$ cat config.mk
export PLATFORM = sky130hd
export DESIGN_NAME = join_sync
export DESIGN_NICKNAME = d
export VERILOG_FILES = /design/src/rtl/join_sync_pkg.sv /design/src/rtl/join_sync_cnt.sv /design/src/rtl/join_sync.sv
export SDC_FILE = /design/constraint.sdc
export NUM_CORES = 1
export LEC_CHECK = 0
export ABC_AREA = 1
export CORE_AREA = 4 4 41 43
export DETAILED_ROUTE_END_ITERATION = 8
export DIE_AREA = 0 0 45 47
export SYNTH_ARGS = -nofsm -noshare
export SYNTH_HDL_FRONTEND = slang
export SYNTH_SLANG_ARGS = --single-unit
$ cat constraint.sdc
create_clock -name clk -period 2 [get_ports clk]
set_input_delay 0.4 -clock clk [delete_from_list [all_inputs] [get_ports clk]]
set_output_delay 0.4 -clock clk [all_outputs]
set_load 0.005 [all_outputs]
$ cat src/rtl/join_sync_pkg.sv
// Shared helpers for the token-join block.
package join_sync_pkg;

  // Ceiling log2, usable in constant expressions; returns 0 for v <= 1.
  function automatic int unsigned clog2(input int unsigned v);
    int unsigned r;
    r = 0;
    for (int unsigned i = 0; i < 32; i++) begin
      if ((32'd1 << i) < v) r = i + 1;
    end
    return r;
  endfunction

endpackage

$ cat src/rtl/join_sync_cnt.sv
// One input's pending-token counter with its accept and empty/non-empty flags.
module join_sync_cnt
  import join_sync_pkg::*;
#(
  parameter int unsigned C_MAX_PENDING = 4
) (
  input  logic clk,
  input  logic resetn,
  input  logic s_valid,
  input  logic dec,
  output logic s_ready,
  output logic nonzero,
  output logic zero
);

  localparam int unsigned C_CNT_W = clog2(C_MAX_PENDING + 1);
  localparam logic [C_CNT_W-1:0] CntMax = C_CNT_W'(C_MAX_PENDING);

  logic [C_CNT_W-1:0] cnt_q, cnt_d;
  logic               inc;

  // A full counter still accepts when the joined token leaves this cycle.
  assign s_ready = (cnt_q != CntMax) | dec;
  assign inc     = s_valid & s_ready;
  assign nonzero = (cnt_q != '0);
  assign zero    = (cnt_q == '0);

  always_comb begin
    cnt_d = cnt_q;
    if (inc && !dec) begin
      cnt_d = cnt_q + C_CNT_W'(1);
    end else if (!inc && dec) begin
      cnt_d = cnt_q - C_CNT_W'(1);
    end
  end

  always_ff @(posedge clk or negedge resetn) begin
    if (!resetn) begin
      cnt_q <= '0;
    end else begin
      cnt_q <= cnt_d;
    end
  end

endmodule

$ cat src/rtl/join_sync.sv
// Joins C_NUM_S valid/ready token streams: one output token per token from every input.
module join_sync #(
  parameter int unsigned C_NUM_S       = 2,
  parameter int unsigned C_MAX_PENDING = 4
) (
  input  logic               clk,
  input  logic               resetn,
  input  logic [C_NUM_S-1:0] s_valid,
  output logic [C_NUM_S-1:0] s_ready,
  output logic               m_valid,
  input  logic               m_ready,
  output logic               idle
);

  logic [C_NUM_S-1:0] nonzero;
  logic [C_NUM_S-1:0] zero;
  logic               dec;

  // m_valid depends only on counter state, never on s_valid.
  assign m_valid = &nonzero;
  assign idle    = &zero;
  assign dec     = m_valid & m_ready;

  for (genvar i = 0; i < C_NUM_S; i++) begin : g_cnt
    join_sync_cnt #(
      .C_MAX_PENDING(C_MAX_PENDING)
    ) u_cnt (
      .clk    (clk),
      .resetn (resetn),
      .s_valid(s_valid[i]),
      .dec    (dec),
      .s_ready(s_ready[i]),
      .nonzero(nonzero[i]),
      .zero   (zero[i])
    );
  end

endmodule
Yosys cells after proc, flatten, opt, wreduce, memory -nomap -nowiden
Cells that the tools add are included.
{ "classes": {"n_bitwise": 5, "eq_ne": 2, "addsub": 4, "reduce_logical": 15, "mux": 4} }
{ "op_table": {"columns": ["cell", "n"], "rows": [
  ["3-bit two-way mux", 4],
  ["3-bit by 1-bit adder with 3-bit output, second input constant", 2],
  ["3-bit logical NOT", 2],
  ["3-bit inequality test, second input constant", 2],
  ["3-bit nonzero test", 2],
  ["3-bit by 1-bit subtractor with 3-bit output, second input constant", 2],
  ["1-bit logical AND", 4],
  ["2-bit AND reduction", 2],
  ["2-bit nonzero test", 2],
  ["1-bit bitwise AND", 3],
  ["1-bit logical NOT", 3],
  ["1-bit OR", 2]
]} }
{ "totals": {"word_cells": 32, "reg_bits": 6, "in_bits": 5} }

Depth between registers and ports, before layout
Gate-level depths: netlist of run 1.
{ "depth": {"ltp_word": 9, "depth_mapped": 11, "depth_no_buf": 11} }

Cells and area by module
From an unflattened synthesis of run 1, not the netlist that was laid out.
{ "hier_totals": {"cells_unflattened": 56, "hier_area_um2": 430.4} }
{ "by_module_without_submodules": {"columns": ["mod", "cells_per_inst", "instances", "area_each_um2", "seq_area_each_um2"], "rows": [
  ["join_sync_cnt", 25, 2, 202.7, 75.1],
  ["join_sync", 6, 1, 25.0, 0.0]
]} }

Worst setup path after synthesis of run 1
OpenSTA, ideal clock, no wires.
{ "synth_timing": {"kind": "reg2reg", "from": "reg g_cnt[0].u_cnt.cnt_q[0]", "to": "reg g_cnt[1].u_cnt.cnt_q[1]", "arrival_ps": 1726, "t_required_ps": 1872, "setup_time_ps": 128, "path_slack_ps": 147, "path_stages_with_launch": 9, "cell_sequence": "dfrtp_1 > nor2_2 > nand2_4 > nand3_4 > a21oi_2 > ha_1 > inv_1 > fa_1 > mux2_1"} }
{ "synth_rtl": {"columns": ["element", "line_no", "source"], "rows": [
  ["start: declaration", "join_sync_cnt.sv:19", "logic [C_CNT_W-1:0] cnt_q, cnt_d;"],
  ["start signal: assignment", "join_sync_cnt.sv:41", "cnt_q <= cnt_d;"],
  ["3-bit nonzero test *", "join_sync_cnt.sv:25", "assign nonzero = (cnt_q != '0);"],
  ["2-bit AND reduction *", "join_sync.sv:20", "assign m_valid = &nonzero;"],
  ["1-bit bitwise AND *", "join_sync.sv:22", "assign dec = m_valid & m_ready;"],
  ["1-bit OR", "join_sync_cnt.sv:23", "assign s_ready = (cnt_q != CntMax) | dec;"],
  ["1-bit bitwise AND", "join_sync_cnt.sv:24", "assign inc = s_valid & s_ready;"],
  ["1-bit logical AND *", "join_sync_cnt.sv:30", "if (inc && !dec) begin"],
  ["3-bit two-way mux *", "join_sync_cnt.sv:30", null],
  ["net g_cnt[1].u_cnt.cnt_d[1]", "join_sync_cnt.sv:19", null],
  ["end signal: assignment", "join_sync_cnt.sv:41", null],
  ["end: declaration", "join_sync_cnt.sv:19", null]
]} }
The timed path passes the listed nets; every way through them passes the cells marked *.
A chain may end at the register's enable or synchronous reset.

Worst setup path in the final report of run 1
{ "layout_timing": {"from": "reg g_cnt[1].u_cnt.cnt_q[0]", "to": "reg g_cnt[1].u_cnt.cnt_q[1]"} }
{ "layout_rtl": {"columns": ["element", "line_no"], "rows": [
  ["3-bit nonzero test", "join_sync_cnt.sv:25"],
  ["2-bit AND reduction", "join_sync.sv:20"],
  ["1-bit bitwise AND", "join_sync.sv:22"],
  ["1-bit OR", "join_sync_cnt.sv:23"],
  ["1-bit bitwise AND", "join_sync_cnt.sv:24"],
  ["1-bit logical AND", "join_sync_cnt.sv:30"],
  ["3-bit two-way mux *", "join_sync_cnt.sv:30"],
  ["net g_cnt[1].u_cnt.cnt_d[1]", "join_sync_cnt.sv:19"]
]} }
The timed path passes the listed nets; every way through them passes the cells marked *. The select of a mux whose other input is x is not followed.

==> results.json, run 1 <==
{
  "status": "completed",
  "fp-row-count": 13,
  "rsz0062_at_grt": "yes",
  "max_slew_margin_pct": 79.51,
  "yosysTopAreaCell": "dfrtp_1",
  "clk_path_buf_depth": 2,
  "p_total_mw": 1.011,
  "ys_warn_count": 0,
  "fin_crit_ns": 1.898,
  "clock_latency_ns": 0.25,
  "hold_path.class": "in2async",
  "ctsHoldBuffers": 0,
  "gp_congestion": 0.7470,
  "grt_max_degree": 7,
  "grt_pass1_wl_um": 1352,
  "antenna_cells": 0,
  "cts_buffers": 3,
  "syn_nets": 58,
  "post-route-period-util_pct": 94.89,
  "tns_ns": 0,
  "power_frac_seq_pct": 24.5,
  "first_pass_iters": 2,
  "cp-end-kind": "register",
  "p_leak_nw": 0.2981,
  "grtUsageTotal_pct": 9.243,
  "setup_viol": 0,
  "start_kind": "register",
  "portBuffers": 8,
  "drc": 0,
  "place_area_um2": 554.3,
  "drt_iter0_drc": 1,
  "area_growth_pct": 40.06,
  "nNetsFinal": 76,
  "max_stage_delay_ns": 0.40,
  "cts_sinks": 6,
  "antenna_found_initial": 0,
  "clk_pin_slew_ns": 0.04,
  "wl_um": 777,
  "via_per_inst": 4.275,
  "reg2reg_slack_ns": 0.10,
  "io_pins": 9,
  "worstPathRequired_ns": 2.12,
  "worstPathMaxFanout": 3,
  "crit_arrival_ns": 2.02,
  "max_freq_mhz": 526.9,
  "internal_power_mw": 0.5989,
  "slew_viol_final": 0,
  "seq_area_frac_synth_pct": 34.09,
  "largest_reg_flops": 6,
  "synth-seq-cells": 6,
  "sw_frac_of_total_pct": 40.79,
  "mostFrequentLayoutCell": "nand2_1",
  "ant_nets": 0,
  "synth_area_leaders": "dfrtp_1 34%, fa_1 9.1%, nand2_1 8.5%",
  "final_cell_mix": "10 x nand2_1, 7 x inv_1, 7 x buf_4",
  "regMostFlops": "g_cnt.u_cnt.cnt_q",
  "ctsRootBufferMaster": "clkbuf_4",
  "reg_top3": "g_cnt.u_cnt.cnt_q (6)",
  "tightest_slew_ns": 0.3051,
  "dieArea_um2": 2115,
  "fp.dieW_um": 45,
  "grt-ovfl-total": 0,
  "post-dp-hpwl_um": 565.4,
  "syn-instance-count": 49,
  "grt_pass1_vias": 351,
  "layout.cells.non_filler": 80,
  "dp.cells": 74,
  "syn_avg_cell_area_um2": 8.988,
  "slowest_stage": "dfrtp_1",
  "power_frac_comb_pct": 64.5,
  "crit_chain": "nor3_1 > a21oi_2 > ha_1 > inv_1 > fa_1 > mux2_1",
  "critPathBufInv": 1,
  "fillerInstances": 131,
  "synth.cell_area_um2": 440.4,
  "start_util_pct": 33.85,
  "clkPwrFrac_pct": 11.0,
  "ir_drop_uv": 704.7,
  "hold_viol_final": 0,
  "finish.utilization_pct": 47.40,
  "drive_above_1_share_pct": 35.38,
  "cap_violations": 0,
  "design_area_um2": 616.8,
  "vias": 342,
  "p_sw_mw": 0.4126,
  "synth_top_area_share_pct": 34.09,
  "wl_per_cell_um": 9.713,
  "htreeDepth": 1,
  "crit_family": "adder cells",
  "netlist-cell-type-count": 19,
  "core_area_um2": 1301,
  "cts_tree": "built",
  "die_h_um": 47,
  "worstSetupPathType": "reg2reg",
  "cellPowerDensity_nw_per_um2": 1640,
  "skew_ns": 0.001933
}
-- logic make-up after synthesis --
family | after synthesis | synth area share (%)
simple gates | 20 | 24.72
buf+inv | 12 | 11.93
flops | 6 | 34.09
xor+xnor | 4 | 7.956
fa+ha+maj | 4 | 14.77
compound gates | 2 | 3.978
mux | 1 | 2.557
-- what timing repair did --
action                                  in CTS  in global routing
endpoints found under the setup margin       2                  5
setup buffers                                2                  1
pin swaps                                    1                  2
gates resized for setup                      4                  3
-- worst register-to-register path, cell delays in order (launching register included) --
cell	delay (ns)
dfrtp_1	0.40
nor3_1	0.31
a21oi_2	0.10
ha_1	0.20
inv_1	0.09
fa_1	0.40
mux2_1	0.28
-- area by class of cell --
cell class / instances / area [um2] / share of cell area, %
clock buffers: 3 / 22.52 / 3.651
well taps: 15 / 18.77 / 3.043
repair buffers: 15 / 133.9 / 21.70
flip-flops and latches: 6 / 151.4 / 24.54
multi-input cells: 31 / 252.7 / 40.97
inverters: 10 / 37.54 / 6.085
-- power by group through the flow --
stage,Clock [mW],Sequential (mW),Combinational (mW)
2_1_floorplan,0,0.254,0.397
3_3_place_gp,0,0.246,0.576
3_5_place_dp,0,0.247,0.585
4_1_cts,0.116,0.243,0.649
5_1_grt,0.129,0.257,0.735
6_report,0.111,0.248,0.652
-- synthesized netlist by cell type --
library cell	instances
nor2_1	2
nor3_1	2
mux2_1	1
a21oi_2	2
inv_2	3
nand3b_1	1
xnor2_1	2
ha_1	2
nand2_1	10
nand2_2	1
nand2_4	1
fa_1	2
nand3_4	1
xor2_1	2
nand3_1	1
buf_4	2
nor2_2	1
inv_1	7
dfrtp_1	6
-- stage by stage --
stage               setup WS (ns)  hold slack (ns)
floorplan                  0.1469           0.1044
global route              0.01238           0.3968
global placement          -0.2175           0.5420
detailed placement        -0.2355           0.5518
CTS                     0.0006267           0.3906
finish                     0.1021           0.3936
-- per-layer routing --
layer  track usage [%]  share of wire, %  vias to the layer above
met3             4.598               6.7                        0
met2             16.10                49                        7
li1                  -                 -                      179
met4             3.509                 0                        0
met1             9.557                44                      156
met5                 0                 0                        -
-- worst paths after layout --
kind,end,from,depth (start not counted)
worst max-delay path,g_cnt[1].u_cnt.cnt_q[1]$_DFFE_PN0P_,g_cnt[1].u_cnt.cnt_q[0]$_DFFE_PN0P_,6
worst min-delay path,g_cnt[1].u_cnt.cnt_q[0]$_DFFE_PN0P_,resetn,1
worst max register to register,g_cnt[1].u_cnt.cnt_q[1]$_DFFE_PN0P_,g_cnt[1].u_cnt.cnt_q[0]$_DFFE_PN0P_,6
worst min register to register,g_cnt[1].u_cnt.cnt_q[2]$_DFFE_PN0P_,g_cnt[1].u_cnt.cnt_q[2]$_DFFE_PN0P_,2
max in group asynchronous,g_cnt[0].u_cnt.cnt_q[1]$_DFFE_PN0P_,resetn,1
min in group clk,g_cnt[1].u_cnt.cnt_q[2]$_DFFE_PN0P_,g_cnt[1].u_cnt.cnt_q[2]$_DFFE_PN0P_,2
Power figures use the tool's default switching activity.
==> inputs of run 2 (changes only) <==
ABC_AREA = unset   (was 1)
clock period = 1.59 ns   (was 2 ns; I/O delays follow)
==> run 2 against run 1 <==
The flow now finishes with violations (negative setup slack); via count is 8.8% lower; synthesized cell count is 27% lower; flip-flop and latch count did not move; largest power group unchanged; highest routed layer is now met4; routed wire length down 6.7%; clock power rose by 26%.
==> results.json, run 2 <==
{
  "nNetsFinal": 69,
  "ctsHoldBuffers": 0,
  "grtUsageTotal_pct": 8.706,
  "core_area_um2": 1301,
  "tightest_slew_ns": 0.2641,
  "max_slew_margin_pct": 82.34,
  "timing.rr.end": "g_cnt[1].u_cnt.cnt_q[1]$_DFFE_PN0P_",
  "synth-seq-cells": 6,
  "synth.cell_area_um2": 404.1,
  "slew_viol_final": 0,
  "clk_path_buf_depth": 2,
  "drt_iter0_drc": 0,
  "max_stage_delay_ns": 0.42,
  "first_pass_iters": 1,
  "synth_common_cells": "6 x dfrtp_1, 5 x nor2_1, 4 x xor2_1",
  "seq_area_frac_synth_pct": 37.15,
  "setup_slack_ns": -0.3103,
  "dieArea_um2": 2115,
  "synth_edf_count": 0,
  "ctsRootBufferMaster": "clkbuf_4",
  "drive_above_1_share_pct": 67.24,
  "via_per_inst": 4.274,
  "reg2reg_slack_ns": -0.31,
  "rsz0062_at_grt": "yes",
  "crit_arrival_ns": 2.03,
  "portBuffers": 8,
  "post-route-period-util_pct": 119.5,
  "dp.cells": 68,
  "area_growth_pct": 66.87,
  "power_frac_seq_pct": 24.8,
  "die_h_um": 47,
  "antenna_found_initial": 0,
  "post-dp-hpwl_um": 580.3,
  "cp-end-kind": "register",
  "hold_viol_final": 0,
  "clkPwrFrac_pct": 10.1,
  "antenna_cells": 0,
  "syn_avg_cell_area_um2": 11.23,
  "fillerInstances": 109,
  "start_kind": "register",
  "syn_nets": 45,
  "vias": 312,
  "fp-row-count": 13,
  "grt_pass1_wl_um": 1207,
  "wl_per_cell_um": 9.932,
  "fp.dieW_um": 45,
  "syn-instance-count": 36,
  "clock_latency_ns": 0.24,
  "io_pins": 9,
  "yosysTopAreaCell": "dfrtp_1",
  "largest_reg_flops": 6,
  "crit_family": "adder cells",
  "yosysMostFrequentCell": "dfrtp_1",
  "cts_sinks": 6,
  "synth_top_area_share_pct": 37.15,
  "regMostFlops": "g_cnt.u_cnt.cnt_q",
  "final_cell_mix": "12 x buf_4, 5 x dfrtp_1, 4 x xor2_1, 4 x clkdlybuf4s50_1",
  "drc": 0,
  "fin_crit_ns": 1.900,
  "clk_pin_slew_ns": 0.04,
  "violations": "negative setup slack",
  "timing.hold.ws_ns": 0.3115,
  "skew_ns": 0.0002056,
  "status": "finished, violations left",
  "htreeDepth": 1,
  "synth-async-reset-ratio_pct": 100.0,
  "finish.utilization_pct": 51.83,
  "power_frac_comb_pct": 65.2,
  "cap_violations": 0,
  "cts_buffers": 3,
  "netlist-cell-type-count": 14,
  "reg_top3": "g_cnt.u_cnt.cnt_q (6)",
  "grt-ovfl-total": 0,
  "internal_power_mw": 0.8828,
  "worstSetupPathType": "reg2reg",
  "synth_flop_cell": "dfrtp_1",
  "synth_area_leaders": "dfrtp_1 37%, fa_1 9.9%, xor2_1 8.7%",
  "slowest_stage": "dfrtp_2",
  "setup_viol": 6,
  "mostFrequentLayoutCell": "buf_4",
  "p_leak_nw": 0.2913,
  "worstReg2RegStart": "g_cnt[0].u_cnt.cnt_q[0]$_DFFE_PN0P_",
  "cellPowerDensity_nw_per_um2": 2068,
  "hold_path.class": "in2async",
  "cts_tree": "built",
  "critPathBufInv": 1,
  "gp_congestion": 0.7544,
  "reg2regPathDepth": 7,
  "max_freq_mhz": 526.2,
  "wl_um": 725,
  "grt_max_degree": 7,
  "grt_pass1_vias": 300,
  "ant_nets": 0,
  "crit_chain": "nor3_4 > o211ai_2 > and2_4 > ha_4 > inv_2 > fa_2 > mux2_2",
  "p_sw_mw": 0.5122,
  "start_util_pct": 31.06,
  "layout.cells.non_filler": 73,
  "tns_ns": -1.393,
  "ir_drop_uv": 864.1,
  "sw_frac_of_total_pct": 36.72,
  "worstPathMaxFanout": 3,
  "worstPathRequired_ns": 1.72,
  "ys_warn_count": 0
}
run 2: power groups by stage:
stage | clock [mW] | combinational, mW | sequential, mW
after floorplan | 0 | 0.408 | 0.343
after global placement | 0 | 0.769 | 0.303
after detailed placement | 0 | 0.781 | 0.308
after CTS | 0.148 | 0.808 | 0.324
after global routing | 0.163 | 1.02 | 0.355
final | 0.140 | 0.909 | 0.346
run 2: layer usage:
layer	wire length, um	track usage (%)	vias to the layer above
met3	31	2.299	3
met5	0	0	-
li1	-	-	157
met1	323	9.390	144
met4	30	10.53	0
met2	339	12.71	8
run 2: kinds of logic (layout without fill, tap and decap cells):
family | count (synthesis) | in the layout | share of synthesized area [%]
buffers and inverters | 5 | 27 | 6.500
muxes | 2 | 2 | 5.572
adders and majority gates | 4 | 4 | 16.10
DFF | 6 | 6 | 37.15
xor gates and xnor gates | 6 | 6 | 13.00
AOI/OAI and AO/OA | 2 | 2 | 6.191
and+or+nand+nor | 11 | 11 | 15.48
run 2: cell type report:
type | instances | area [um2] | area share (%)
multi-input combinational | 25 | 295.3 | 43.78
timing repair buffer | 21 | 175.2 | 25.97
sequential | 6 | 151.4 | 22.45
clock buffer | 3 | 22.52 | 3.340
tap | 15 | 18.77 | 2.783
inverter | 3 | 11.26 | 1.670
run 2: repair_timing:
item / in CTS / in global routing
setup endpoints to repair: 8 / 10
buffers inserted: 1 / 1
resized for setup: 11 / 14
hold endpoints to repair: 0 / 0
pin swaps: 11 / 11
run 2: metrics by stage:
| step | area (um2) | worst slack [ns] | power, mW |
|---|---|---|---|
| 3_5_place_dp | 575.6 | -0.6588 | 1.089 |
| 5_1_grt | 674.4 | -0.3940 | 1.537 |
| 3_3_place_gp | 575.6 | -0.6503 | 1.073 |
| 4_1_cts | 616.8 | -0.3450 | 1.280 |
| 6_report | 674.4 | -0.3103 | 1.395 |
| 2_1_floorplan | 409.1 | -0.2817 | 0.7511 |
run 2: how the worst max path moves through the flow:
stage	from	to	slack (ns)	cells past startpoint
2_1_floorplan	g_cnt[1].u_cnt.cnt_q[2]$_DFFE_PN0P_	g_cnt[0].u_cnt.cnt_q[1]$_DFFE_PN0P_	-0.28	7
3_3_place_gp	m_ready	g_cnt[1].u_cnt.cnt_q[2]$_DFFE_PN0P_	-0.65	10
3_5_place_dp	m_ready	g_cnt[1].u_cnt.cnt_q[2]$_DFFE_PN0P_	-0.66	10
4_1_cts	g_cnt[0].u_cnt.cnt_q[2]$_DFFE_PN0P_	g_cnt[1].u_cnt.cnt_q[1]$_DFFE_PN0P_	-0.34	7
5_1_grt	g_cnt[0].u_cnt.cnt_q[0]$_DFFE_PN0P_	g_cnt[1].u_cnt.cnt_q[1]$_DFFE_PN0P_	-0.39	7
6_report	g_cnt[0].u_cnt.cnt_q[0]$_DFFE_PN0P_	g_cnt[1].u_cnt.cnt_q[1]$_DFFE_PN0P_	-0.31	7
==> inputs of run 3 (changes only) <==
SYNTH_HIERARCHICAL = 1   (was unset)
==> run 3 against run 2 <==
The run still ends with negative setup slack left; hold slack gained 0.0039 ns; clock-buffer cell count is the same; register-to-register slack lost 0.34 ns; clock power shrank 7%; highest routed layer is now met3.
==> results.json, run 3 <==
{
  "status": "finished, violations left",
  "violations": "negative setup slack",
  "regMostFlops": "g_cnt.u_cnt/cnt_q",
  "htreeDepth": 1,
  "syn-instance-count": 37,
  "internal_power_mw": 1.008,
  "clkPwrFrac_pct": 8.5,
  "dieArea_um2": 2115,
  "drc": 0,
  "synth_edf_count": 0,
  "seq_area_frac_synth_pct": 38.34,
  "io_pins": 9,
  "setup_viol": 10,
  "grtUsageTotal_pct": 8.460,
  "worstPathRequired_ns": 1.70,
  "die_h_um": 47,
  "worstPathMaxFanout": 2,
  "fp-row-count": 13,
  "ant_nets": 0,
  "skew_ns": 0.0007581,
  "wl_per_cell_um": 10.20,
  "core_area_um2": 1301,
  "cts_buffers": 3,
  "hold_viol_final": 0,
  "reg_top3": "g_cnt.u_cnt/cnt_q (6)",
  "syn_avg_cell_area_um2": 10.58,
  "via_per_inst": 4.222,
  "cellPowerDensity_nw_per_um2": 2133,
  "seqCellArea_um2": 150.1,
  "synth-seq-cells": 6,
  "power_frac_seq_pct": 18.6,
  "cp_common_cell": "inv_2",
  "gp_congestion": 0.7944,
  "synth_common_cells": "6 x dfrtp_1, 4 x and2_1, 4 x inv_1, 4 x nor2_1, 4 x xor2_1",
  "cts_sinks": 6,
  "clock_latency_ns": 0.23,
  "p_total_mw": 1.524,
  "mostFrequentLayoutCell": "buf_4",
  "first_pass_iters": 2,
  "netlist-cell-type-count": 13,
  "grtUsageMet1_pct": 9.602,
  "ir_drop_uv": 828.0,
  "nNetsFinal": 77,
  "ctsRootBufferMaster": "clkbuf_4",
  "setup_slack_ns": -0.6533,
  "fin_crit_ns": 2.243,
  "grt_pass1_vias": 335,
  "grt_pass1_wl_um": 1276,
  "max_stage_delay_ns": 0.41,
  "crit_chain": "or3_4 > and3_4 > inv_2 > nand3_2 > and2_4 > ha_4 > inv_2 > fa_2 > mux2_4",
  "start_kind": "register",
  "busiest_layer": "met2",
  "start_util_pct": 30.10,
  "cp-end-kind": "register",
  "crit_arrival_ns": 2.36,
  "post-route-period-util_pct": 141.1,
  "gr-usage-met2_pct": 13.84,
  "fillerInstances": 126,
  "ctsHoldBuffers": 0,
  "max_slew_margin_pct": 83.30,
  "slowest_stage": "fa_2",
  "sw_frac_of_total_pct": 33.85,
  "post-dp-hpwl_um": 681,
  "crit_family": "simple AND/OR/NAND/NOR gates",
  "antenna_cells": 0,
  "synth_top_area_share_pct": 38.34,
  "max_freq_mhz": 445.8,
  "fp.dieW_um": 45,
  "synth-async-reset-ratio_pct": 100.0,
  "vias": 342,
  "portBuffers": 8,
  "clk_pin_slew_ns": 0.04,
  "grt_max_degree": 7,
  "cts_tree": "built",
  "tns_ns": -3.931,
  "p_sw_mw": 0.5158,
  "area_growth_pct": 82.43,
  "synth_area_leaders": "dfrtp_1 38%, fa_1 10%, xor2_1 8.9%",
  "critPathBufInv": 2,
  "power_frac_comb_pct": 72.9,
  "largest_reg_flops": 6,
  "drt_iter0_drc": 3,
  "grt-ovfl-total": 0,
  "rsz0062_at_grt": "yes",
  "multiInputGateArea_um2": 287.8,
  "syn_nets": 46,
  "worstSetupPathType": "reg2reg",
  "wl_um": 826,
  "hold_path.class": "in2async",
  "synth_flop_cell": "dfrtp_1",
  "use_met3_pct": 1.533,
  "p_leak_nw": 0.3401,
  "yosysTopAreaCell": "dfrtp_1",
  "slew_viol_final": 0,
  "ys_warn_count": 6,
  "tightest_slew_ns": 0.2497,
  "clk_path_buf_depth": 2,
  "yosysMostFrequentCell": "dfrtp_1",
  "cap_violations": 0,
  "drive_above_1_share_pct": 69.70,
  "final_cell_mix": "14 x buf_4, 6 x dfrtp_1, 5 x inv_2",
  "antenna_found_initial": 0,
  "synth.cell_area_um2": 391.6
}
[run 3: cell families (layout without fill, tap and decap cells)]
logic type / count (synthesis) / count (layout) / share of synthesized area, %
buf+inv: 6 / 35 / 5.750
xor+xnor: 6 / 6 / 13.42
fa+ha+maj: 4 / 4 / 16.61
simple gates: 13 / 13 / 20.13
flops: 6 / 6 / 38.34
mux: 2 / 2 / 5.750
[run 3: path summary, 6_finish.rpt]
| kind | from | cells past startpoint | slack, ns | end |
|---|---|---|---|---|
| setup / recovery | g_cnt[0].u_cnt/cnt_q[0]$_DFFE_PN0P_ | 9 | -0.65 | g_cnt[0].u_cnt/cnt_q[1]$_DFFE_PN0P_ |
| hold / removal | resetn | 1 | 0.32 | g_cnt[1].u_cnt/cnt_q[1]$_DFFE_PN0P_ |
| setup reg to reg | g_cnt[0].u_cnt/cnt_q[0]$_DFFE_PN0P_ | 9 | -0.65 | g_cnt[0].u_cnt/cnt_q[1]$_DFFE_PN0P_ |
| hold reg to reg | g_cnt[1].u_cnt/cnt_q[2]$_DFFE_PN0P_ | 2 | 0.57 | g_cnt[1].u_cnt/cnt_q[2]$_DFFE_PN0P_ |
| max in group asynchronous | resetn | 1 | 1.07 | g_cnt[0].u_cnt/cnt_q[1]$_DFFE_PN0P_ |
| min in group clk | g_cnt[1].u_cnt/cnt_q[2]$_DFFE_PN0P_ | 2 | 0.57 | g_cnt[1].u_cnt/cnt_q[2]$_DFFE_PN0P_ |
[run 3: metal layers]
| metal | vias to the layer above | share of wire (%) |
|---|---|---|
| met4 | 0 | 0 |
| met5 | - | 0 |
| li1 | 175 | - |
| met1 | 161 | 40 |
| met3 | 0 | 4.5 |
| met2 | 6 | 56 |
[run 3: power groups by stage]
stage	Sequential, mW	Clock, mW	Combinational (mW)
floorplan	0.330	0	0.491
global placement	0.280	0	0.927
detailed placement	0.285	0	0.976
CTS	0.283	0.138	1.04
global route	0.287	0.138	1.21
finish	0.283	0.130	1.11
[run 3: stage by stage]
stage	worst slack, ns	instances	util, %	instance area [um2]	hold WS, ns
floorplan	-0.6773	37	-	436.7	0.02241
global placement	-0.6460	75	49.81	648.1	0.5492
detailed placement	-0.6859	75	49.81	648.1	0.5616
CTS	-0.6459	79	52.88	688.2	0.3154
global route	-0.7097	81	54.90	714.4	0.3388
finish	-0.6533	81	54.90	714.4	0.3154
[run 3: repair_timing]
action | 4_1_cts | 5_1_grt
pin swaps | 1 | 6
resized for setup | 16 | 9
endpoints found under the setup margin | 10 | 10
buffers inserted | 1 | 3
[run 3: cell type report]
cell class | instances | area share (%)
inverter | 6 | 3.503
tap | 15 | 2.627
multi-input combinational | 25 | 40.28
clock buffer | 3 | 3.152
timing repair buffer | 26 | 29.42
sequential | 6 | 21.02
